===== config.mk =====
export PLATFORM = sky130hd
export DESIGN_NAME = rob_ptr_ctrl
export DESIGN_NICKNAME = d
export VERILOG_FILES = /design/src/rtl/rob_ptr_ctrl.sv
export SDC_FILE = /design/constraint.sdc
export NUM_CORES = 1
export LEC_CHECK = 0
export ABC_AREA = 1
export BUFFER_PORTS_ARGS = -buffer_cell sky130_fd_sc_hd__buf_2
export CORE_MARGIN = 1.5
export CORE_UTILIZATION = 58
export CTS_CLUSTER_SIZE = 25
export DETAILED_ROUTE_END_ITERATION = 10
export GPL_TIMING_DRIVEN = 0
export PLACE_DENSITY = 0.82
export SYNTH_ARGS = -nofsm -noshare
export SYNTH_HDL_FRONTEND = slang
export SYNTH_SLANG_ARGS = --single-unit

===== constraint.sdc =====
create_clock -name clk -period 4.6 [get_ports clk]
set_input_delay 0.69 -clock clk [delete_from_list [all_inputs] [get_ports clk]]
set_output_delay 0.69 -clock clk [all_outputs]
set_load 0.02 [all_outputs]

===== src/rtl/rob_ptr_ctrl.sv =====
// ROB head/tail pointer and occupancy controller.
// 2-wide allocate, 3 completion ports, 2-wide in-order retire.
module rob_ptr_ctrl #(
  parameter int DEPTH = 16,
  parameter int IDX_W = 4
) (
  input  logic             clk,
  input  logic             rst_n,
  input  logic             flush,
  input  logic [1:0]       alloc_req,
  output logic [1:0]       alloc_gnt,
  output logic [IDX_W-1:0] alloc_idx_0,
  output logic [IDX_W-1:0] alloc_idx_1,
  output logic             stall,
  input  logic [2:0]       cmp_valid,
  input  logic [IDX_W-1:0] cmp_idx_0,
  input  logic [IDX_W-1:0] cmp_idx_1,
  input  logic [IDX_W-1:0] cmp_idx_2,
  output logic [1:0]       ret_valid,
  output logic [IDX_W-1:0] ret_idx_0,
  output logic [IDX_W-1:0] ret_idx_1,
  output logic [IDX_W-1:0] head,
  output logic [IDX_W-1:0] tail,
  output logic [IDX_W:0]   count,
  output logic             full,
  output logic             empty,
  input  logic [31:0]      tot_instr_count,
  output logic [31:0]      ret_total,
  output logic             prog_done,
  output logic             err
);

  localparam logic [IDX_W:0] DEPTH_C = (IDX_W+1)'(DEPTH);
  localparam logic [IDX_W:0] ONE_C   = (IDX_W+1)'(1);
  localparam logic [IDX_W:0] TWO_C   = (IDX_W+1)'(2);

  logic [DEPTH-1:0] valid_q;
  logic [DEPTH-1:0] done_q;
  logic [DEPTH-1:0] valid_n;
  logic [DEPTH-1:0] done_n;
  logic [IDX_W-1:0] head_q;
  logic [IDX_W-1:0] tail_q;
  logic [IDX_W-1:0] head_p1;
  logic [IDX_W-1:0] tail_p1;
  logic [IDX_W:0]   count_q;
  logic [IDX_W:0]   count_n;
  logic [IDX_W:0]   free;
  logic [31:0]      ret_total_q;
  logic [31:0]      ret_total_n;
  logic             prog_done_q;
  logic             err_q;
  logic [1:0]       gnt;
  logic [1:0]       rv;
  logic [1:0]       nalloc;
  logic [1:0]       nret;
  logic             bad_cmp;
  logic [IDX_W-1:0] cidx [3];

  assign cidx[0] = cmp_idx_0;
  assign cidx[1] = cmp_idx_1;
  assign cidx[2] = cmp_idx_2;

  assign head_p1 = head_q + IDX_W'(1);
  assign tail_p1 = tail_q + IDX_W'(1);

  // Grants use registered occupancy; same-cycle retires free nothing.
  always_comb begin
    free = DEPTH_C - count_q;
    gnt  = '0;
    if (!flush) begin
      gnt[0] = alloc_req[0] && (free >= ONE_C);
      gnt[1] = alloc_req[1] && alloc_req[0]
               && (free >= TWO_C);
    end
  end

  // In-order retire: slot 1 only behind a retiring slot 0.
  always_comb begin
    rv = '0;
    if (!flush && count_q != '0 && done_q[head_q])
      rv[0] = 1'b1;
    if (rv[0] && count_q >= TWO_C && done_q[head_p1])
      rv[1] = 1'b1;
  end

  // Next-state counters and protocol check.
  always_comb begin
    nalloc  = {1'b0, gnt[0]} + {1'b0, gnt[1]};
    nret    = {1'b0, rv[0]} + {1'b0, rv[1]};
    count_n = count_q + (IDX_W+1)'(nalloc)
              - (IDX_W+1)'(nret);
    ret_total_n = ret_total_q + 32'(nret);
    bad_cmp = 1'b0;
    for (int k = 0; k < 3; k++)
      if (cmp_valid[k] && !valid_q[cidx[k]])
        bad_cmp = 1'b1;
  end

  // Per-entry bits: complete, then allocate, then retire.
  always_comb begin
    valid_n = valid_q;
    done_n  = done_q;
    for (int k = 0; k < 3; k++)
      if (cmp_valid[k] && valid_q[cidx[k]])
        done_n[cidx[k]] = 1'b1;
    if (gnt[0]) begin
      valid_n[tail_q] = 1'b1;
      done_n[tail_q]  = 1'b0;
    end
    if (gnt[1]) begin
      valid_n[tail_p1] = 1'b1;
      done_n[tail_p1]  = 1'b0;
    end
    if (rv[0]) begin
      valid_n[head_q] = 1'b0;
      done_n[head_q]  = 1'b0;
    end
    if (rv[1]) begin
      valid_n[head_p1] = 1'b0;
      done_n[head_p1]  = 1'b0;
    end
  end

  // State update; flush empties the ROB but keeps totals.
  always_ff @(posedge clk or negedge rst_n) begin
    if (!rst_n) begin
      valid_q     <= '0;
      done_q      <= '0;
      head_q      <= '0;
      tail_q      <= '0;
      count_q     <= '0;
      ret_total_q <= '0;
      prog_done_q <= 1'b0;
      err_q       <= 1'b0;
    end else begin
      err_q       <= (alloc_req == 2'b10) || bad_cmp;
      ret_total_q <= ret_total_n;
      if (tot_instr_count != '0
          && ret_total_n >= tot_instr_count)
        prog_done_q <= 1'b1;
      if (flush) begin
        valid_q <= '0;
        done_q  <= '0;
        head_q  <= '0;
        tail_q  <= '0;
        count_q <= '0;
      end else begin
        valid_q <= valid_n;
        done_q  <= done_n;
        head_q  <= head_q + IDX_W'(nret);
        tail_q  <= tail_q + IDX_W'(nalloc);
        count_q <= count_n;
      end
    end
  end

  assign alloc_gnt   = gnt;
  assign alloc_idx_0 = tail_q;
  assign alloc_idx_1 = tail_p1;
  assign stall       = |(alloc_req & ~gnt);
  assign ret_valid   = rv;
  assign ret_idx_0   = head_q;
  assign ret_idx_1   = head_p1;
  assign head        = head_q;
  assign tail        = tail_q;
  assign count       = count_q;
  assign full        = (count_q == DEPTH_C);
  assign empty       = (count_q == '0);
  assign ret_total   = ret_total_q;
  assign prog_done   = prog_done_q;
  assign err         = err_q;

endmodule

### After elaboration in Yosys (flattened, before gate mapping)

Cells that the tools add are included.

| storage, ports and cells | value |
|---|---|
| flip-flop bits (word level) | 79 |
| output and inout bits | 70 |
| bits in latches | 0 |
| memories | 0 |
| memory bits (read-only) | 0 |
| memory bits (writable) | 0 |
| input bits | 52 |
| word-level logic and storage cells | 131 |

| cells by class | value |
|---|---|
| $mul | 0 |
| reduce and logical (&&, ||, !) cells | 30 |
| order comparisons | 18 |
| add/subtract/negate cells | 10 |
| divide/modulo/power cells | 0 |
| muxes and demuxes | 46 |
| bitwise logic cells | 17 |
| equality and inequality tests | 2 |
| shifts and indexed selects | 0 |

Operators with widths:

| operator | count |
|---|---|
| $mux 16 | 13 |
| $and 16x16->16 | 6 |
| $or 16x16->16 | 5 |
| $not 16->16 | 4 |
| $lt 4x5->1 const B | 7 |
| $add 32x2->32 | 1 |
| $ge 32x32->1 | 1 |
| $reduce_bool 32->1 | 1 |
| $demux 1 s4 | 7 |
| $ge 4x1->1 const B | 7 |
| $logic_and 1x1->1 | 21 |
| $bmux 1 s4 | 5 |
| $mux 1 | 17 |
| $ge 5x2->1 const B | 2 |
| $add 4x1->4 const B | 2 |
| $add 4x2->4 | 2 |
| $mux 4 | 2 |
| $add 5x2->5 | 1 |
| $eq 5x5->1 const B | 1 |
| $ge 5x1->1 const B | 1 |
| $logic_not 5->1 | 1 |
| $mux 5 | 1 |
| $reduce_bool 5->1 | 1 |
| $sub 5x2->5 | 1 |
| 9 further kinds | 13 |

### Depth between registers and ports, before layout

Gate-level depths: netlist (run 1).

| depth | value |
|---|---|
| depth in word-level cells | 19 |
| gate-level depth with buffers | 33 |
| mapped depth without buffers | 32 |

### Worst setup path before layout (run 1)

No wires, ideal clock.

| timing | value |
|---|---|
| kind | register -> register |
| from | register head_q[0], in the netlist head[0] |
| to | register prog_done_q, in the netlist prog_done |
| library setup time | 123 ps |
| data required time | 4477 ps |
| path slack | 32 ps |
| path buffers | 1 |
| cell stages (with the launch flop) | 34 |
| data arrival time | 4445 ps |
| clock period less this slack | 4568 ps |
| cell sequence | dfrtp_1 -> inv_2 -> buf_6 -> ha_1 -> inv_1 -> a21oi_1 -> o21ai_0 -> nand3_1 -> nand3_1 -> nand3_4 -> nor2_4 -> ha_1 -> xnor2_1 -> inv_1 -> ha_1 -> inv_1 -> nand2_2 -> nand3_1 -> nor2_2 -> nand2_2 -> nor2_2 -> nand2_1 -> nor2_1 -> xnor2_1 -> inv_1 -> ha_1 -> nand4_1 -> inv_1 -> nand2_1 -> o211ai_1 -> a21oi_1 -> nand3_1 -> o21ai_0 -> nand2_1 |

RTL lines:

| what | RTL line | text |
|---|---|---|
| from (decl) | 41 | `logic [IDX_W-1:0] head_q;` |
| from (signal assigned) | 150 | `head_q <= head_q + IDX_W'(nret);` |
| $add 4x1->4 | 63 | `assign head_p1 = head_q + IDX_W'(1);` |
| named net ret_idx_1[0] | 21 | `output logic [IDX_W-1:0] ret_idx_1,` |
| $bmux 1 s4 | 82 | `if (rv[0] && count_q >= TWO_C && done_q[head_p1])` |
| $mux 1 (not written as such) | 82 |  |
| $logic_and 1x1->1 | 82 |  |
| $mux 1 | 82 |  |
| named net ret_valid[1] | 19 | `output logic [1:0] ret_valid,` |
| $add 1x1->2 | 89 | `nret = {1'b0, rv[0]} + {1'b0, rv[1]};` |
| $add 32x2->32 | 92 | `ret_total_n = ret_total_q + 32'(nret);` |
| named net ret_total_n[28] | 49 | `logic [31:0] ret_total_n;` |
| $ge 32x32->1 | 139 | `&& ret_total_n >= tot_instr_count)` |
| $logic_and 1x1->1 | 139 |  |
| to (signal assigned) | 133 | `prog_done_q <= 1'b0;` |
| to (signal assigned) | 140 | `prog_done_q <= 1'b1;` |
| to (decl) | 50 | `logic prog_done_q;` |

The timed path passes the listed nets, and every way through them passes these cells. The select of a mux whose other input is x is not followed.
A chain may end at the register's enable or synchronous reset.

### Worst setup path after layout (run 1)

| timing | value |
|---|---|
| from | register head_q[1], in the netlist head[1] |
| to | register prog_done_q, in the netlist prog_done |

| on the way | value |
|---|---|
| longest elaborated chain between the ends | 11 |

Ends and longest elaborated chain:

| what | RTL line |
|---|---|
| branches (longest 7 deep; another with $add 4x1->4) | -- |
| $add 1x1->2 (*) | 89 |
| $add 32x2->32 (*) | 92 |
| named net ret_total_n[30] | 49 |
| $ge 32x32->1 (*) | 139 |
| $logic_and 1x1->1 (*) | 139 |

Mark *: on every way through the listed nets, which the timed path passes. The select of a mux whose other input is x is not followed.

==> results.toml, run 1 <==
[timing]
whs_ns = 0.281
worst_pin_slew_ns = 0.549
final-hold-violation-count = 0
relSlewSlack = 0.634
setup_viol = 0
slew_viol_final = 0
setup_tns_ns = 0
finClkSkew_ns = 0.00880
period_needed_ns = 4.40
post-route-period-util = 0.956
max_freq_mhz = 228

[routing]
drt.antenna.violating_nets = 0
routed_wl_um = 22100
drt_iter0_markers = 723
met2WireLength_um = 10300
dr_wl_met3_um = 1800
drc = 0
firstDrtPassIters = 5
viasPerCell = 5.61
routedWlPerCell_um = 15.5
topRoutingLayerUsed = "met4"
via_count = 8028
drt-met1-wl_um = 9070

[run_status]
run_status = "finished, final reports clean"

[logic_synthesis]
syn_area_um2 = 7300
ys_seq_area_frac = 0.271
synth_edf_count = 0
ys_async_sr_fraction = 1.00
synth_flop_cell = "dfrtp_1"
synth_nets = 1222
synth_cell_types = 42
synth_cells = 1105
yosysWarnings = 0
ys_ff_latch = 79
avgSynthCellArea_um2 = 6.61

[critical_path]
critPathLaunch = "head[1]"
start_kind = "register"
cp.required_ns = 4.84
slowest_stage = "nor4_4"
crit_type = "reg2reg"
crit_arrival_ns = 4.64
endpoint_kind = "register"
slowest_delay_ns = 0.41
rrSetupSlack_ns = 0.20
cp_max_fo = 8
crit-reg2reg-launch = "head[1]"

[cells_and_area]
final_cell_mix = "nand2_1 (276), inv_1 (178), buf_2 (123), nor2_1 (120), nand3_1 (87)"
multiInputGateArea_um2 = 4600
area_delta_synth_final_pct = 22.4
drive_above_1_share = 0.200
final_common_cell = "nand2_1"
num-fill-cells = 963
register_area_um2 = 1980
n_antenna_cell = 0
stdcell_area_um2 = 8940
nNetsFinal = 1376

[clocking]
htreeDepth = 3
cts_hold_buf = 0
cts_sinks = 79
clockBufferDepth = 2
cts_buffers = 9
cts_tree = "done"
clk_pin_slew_ns = 0.06
ctsRootBufferMaster = "clkbuf_16"
clk_latency_ns = 0.35

[global_route]
overflow = 0
grt_usage = 0.330
grt_pass1_vias = 6967
grt_max_degree = 51
grt_pass1_wl_um = 34100
antenna_found_initial = 0

[power]
ir_worst_vdd_v = 0.000242
power_mw = 2.44
powerDensity_nw_per_um2 = 273
power.leakage_nw = 4.89

[die]
io_pins = 122
core-area_um2 = 12200
floorplan.initialDensity = 0.600
die_width_um = 115
rows = 40
dieHeight_um = 115
die_area_um2 = 13300

[placement]
dp_hpwl_um = 16500
portBuffers = 116
gp_congestion = 1.05
placed_area_um2 = 8120

[job]
cap_violations = 0

[hold_path]
min_path_type = "in2async"
final timing paths:
| path | end | cells after the start |
|---|---|---|
| worst max register to register | prog_done | 29 |
| worst min-delay path | ret_total[1] | 1 |
| worst max-delay path | prog_done | 29 |
| worst min register to register | prog_done | 2 |
| max in group asynchronous | count[0] | 2 |
| min in group clk | prog_done | 2 |
worst max-delay path: cells and delay by family, from the launching register on:
kind	cells	cell delay (ns)
flip-flops	1	0.39
AND/OR/NAND/NOR	13	1.83
AO/OA/AOI/OAI	2	0.24
adder cells (fa/ha/maj)	4	0.88
buffers and inverters	8	0.66
XOR/XNOR	2	0.28
sequential cells by signal, indices dropped and copies added (netlist names):
name and count:
prog_done 1, alloc_idx_0 4, head 4, err 1, done_q 16, count 5, ret_total 32, valid_q 16
cell usage after synthesis (8+ instances only):
library cell	number	share of area
inv_1	183	0.094
xnor2_1	16	0.019
o21ai_0	44	0.030
nor4_1	11	0.0094
nor2_1	127	0.065
nand3_1	91	0.062
a21oi_1	32	0.022
nand2_1	280	0.14
buf_4	11	0.011
buf_2	8	0.0055
nor3_1	10	0.0069
dfrtp_1	79	0.27
ha_1	63	0.11
xor2_1	18	0.022
nand4_1	71	0.061
layer usage:
layer	GRT usage	up-vias
met1	0.434	3676
met3	0.0438	63
met4	0.161	0
met2	0.538	427
met5	0	-
li1	-	3862
report_power, final:
group	leakage (nW)	internal [mW]	switching, mW
logic	3.68	0.272	0.541
clock network	0.158	0.526	0.306
registers	1.06	0.737	0.0537
total	4.89	1.54	0.901
cell families after synthesis:
family | Yosys count | synth area share
compound gates | 91 | 0.0667
simple gates | 612 | 0.374
flops | 79 | 0.271
buf+inv | 224 | 0.134
fa+ha+maj | 65 | 0.113
xor+xnor | 34 | 0.0408
per-stage QoR:
step / worst slack, ns / util / instances
floorplan: 0.0320 / - / 1105
global placement: -0.662 / 0.665 / 1389
detailed placement: -0.738 / 0.668 / 1390
CTS: 0.0138 / 0.705 / 1411
global route: -0.0537 / 0.735 / 1431
finish: 0.205 / 0.735 / 1431
final cells by class:
type / count / share of cell area
Timing Repair Buffer: 144 / 0.0918
Multi-Input combinational cell: 802 / 0.515
Tap cell: 168 / 0.0235
Inverter: 186 / 0.0791
Clock buffer: 9 / 0.0252
Clock inverter: 6 / 0.0123
Buffer: 37 / 0.0314
Sequential cell: 79 / 0.222
timing repair:
item / 4_1_cts / 5_1_grt
pin swaps: 2 / 25
endpoints found under the setup margin: 1 / 1
cloned: 0 / 0
buffers inserted: 6 / 21
resized for setup: 16 / 51
(Power assumes the default switching activity.)
==> run 2, diff against run 1 <==
Settings changed: CORE_UTILIZATION 58 to 55, PLACE_DENSITY 0.82 to 0.78.
==> results.toml, run 2 (same netlist as run 1, synthesis figures left out) <==
[global_route]
grt_usage = 0.322
overflow = 0
grt_pass1_vias = 7277
antenna_found_initial = 0
grt_max_degree = 58
grt_pass1_wl_um = 36100

[routing]
via_count = 7979
drt.antenna.violating_nets = 0
drt_iter0_markers = 795
drc = 0
routed_wl_um = 22800
firstDrtPassIters = 6
routedWlPerCell_um = 15.8
viasPerCell = 5.51

[critical_path]
cp.required_ns = 4.84
crit_family = "simple AND/OR/NAND/NOR gates"
crit_type = "reg2reg"
cp.depth = 28
crit_arrival_ns = 4.67
slowest_delay_ns = 0.39
slowest_stage = "dfrtp_2"
start_kind = "register"
endpoint_kind = "register"
cp_max_fo = 5
reg2reg_depth = 28
crit_buf_inv = 4
crit_top_cell = "ha_4"

[placement]
post-place-ws_ns = -0.677
dp_hpwl_um = 17200
placed_area_um2 = 8130
portBuffers = 116
gp_congestion = 0.958

[timing]
relSlewSlack = 0.589
post-route-period-util = 0.963
finClkSkew_ns = 0.0160
slew_viol_final = 0
setup_viol = 0
worst_pin_slew_ns = 0.617
rsz0062_at_grt = "true"
worst_slack_ns = 0.170
final-hold-violation-count = 0
period_needed_ns = 4.43
max_freq_mhz = 226

[power]
ir_worst_vdd_v = 0.000326
power.leakage_nw = 4.95
powerDensity_nw_per_um2 = 264
power_mw = 2.38

[die]
die_width_um = 118
io_pins = 122
floorplan.initialDensity = 0.572
dieHeight_um = 118
die_area_um2 = 14000
core-area_um2 = 12800
rows = 41

[hold_path]
min_path_type = "in2async"

[clocking]
clockBufferDepth = 2
clk_latency_ns = 0.36
htreeDepth = 3
cts_buffers = 9
clk_pin_slew_ns = 0.07
cts_sinks = 79
cts_tree = "done"
cts_hold_buf = 0
ctsRootBufferMaster = "clkbuf_16"

[cells_and_area]
final_common_cell = "nand2_1"
drive_above_1_share = 0.210
stdcell_area_um2 = 9020
nNetsFinal = 1389
area_delta_synth_final_pct = 23.5
largest_reg_flops = 32
num-fill-cells = 1095
final_cell_mix = "nand2_1 (275), inv_1 (177), buf_2 (123), nor2_1 (120), nand3_1 (87)"
final_util = 0.706
n_antenna_cell = 0

[job]
cap_violations = 0

[run_status]
run_status = "finished, final reports clean"
[run 2: final cells by class]
type / count / area, um2 / area share
inverters: 186 / 714 / 0.0792
clock inverters: 7 / 77.6 / 0.00860
plain buffers: 36 / 269 / 0.0298
repair buffers: 158 / 926 / 0.103
flip-flops and latches: 79 / 1980 / 0.220
well taps: 172 / 215 / 0.0239
clock buffers: 9 / 225 / 0.0250
multi-input cells: 802 / 4610 / 0.511
[run 2: stage by stage]
step,hold slack (ns),setup TNS (ns),std cells
6_report,0.235,0,1449
5_1_grt,0.262,-0.139,1449
4_1_cts,0.246,0,1419
3_5_place_dp,0.450,-0.677,1394
3_3_place_gp,0.443,-0.601,1393
2_1_floorplan,0.394,0,1105
[run 2: timing repair]
item,in CTS,in global routing
pin swaps,5,30
setup buffers,10,31
hold endpoints to repair,0,0
endpoints found under the setup margin,1,1
resized for setup,20,51
[run 2: path summary, 6_finish.rpt]
| kind | end | slack, ns | start |
|---|---|---|---|
| min reg2reg | prog_done | 0.46 | prog_done |
| max in group asynchronous | done_q[11] | 3.76 | rst_n |
| max | prog_done | 0.17 | head[1] |
| min | count[3] | 0.23 | rst_n |
| min in group clk | prog_done | 0.46 | prog_done |
| max reg2reg | prog_done | 0.17 | head[1] |
[run 2: power breakdown]
| part | switching, mW | internal (mW) | total (mW) |
|---|---|---|---|
| Sequential | 0.0508 | 0.736 | 0.787 |
| Combinational | 0.558 | 0.289 | 0.847 |
| Clock | 0.321 | 0.427 | 0.748 |
| Total | 0.929 | 1.45 | 2.38 |
[run 2: layer usage]
layer	track usage	routed length (um)
met5	0	0
met4	0.147	796
met3	0.0516	1720
met2	0.504	10500
met1	0.438	9800
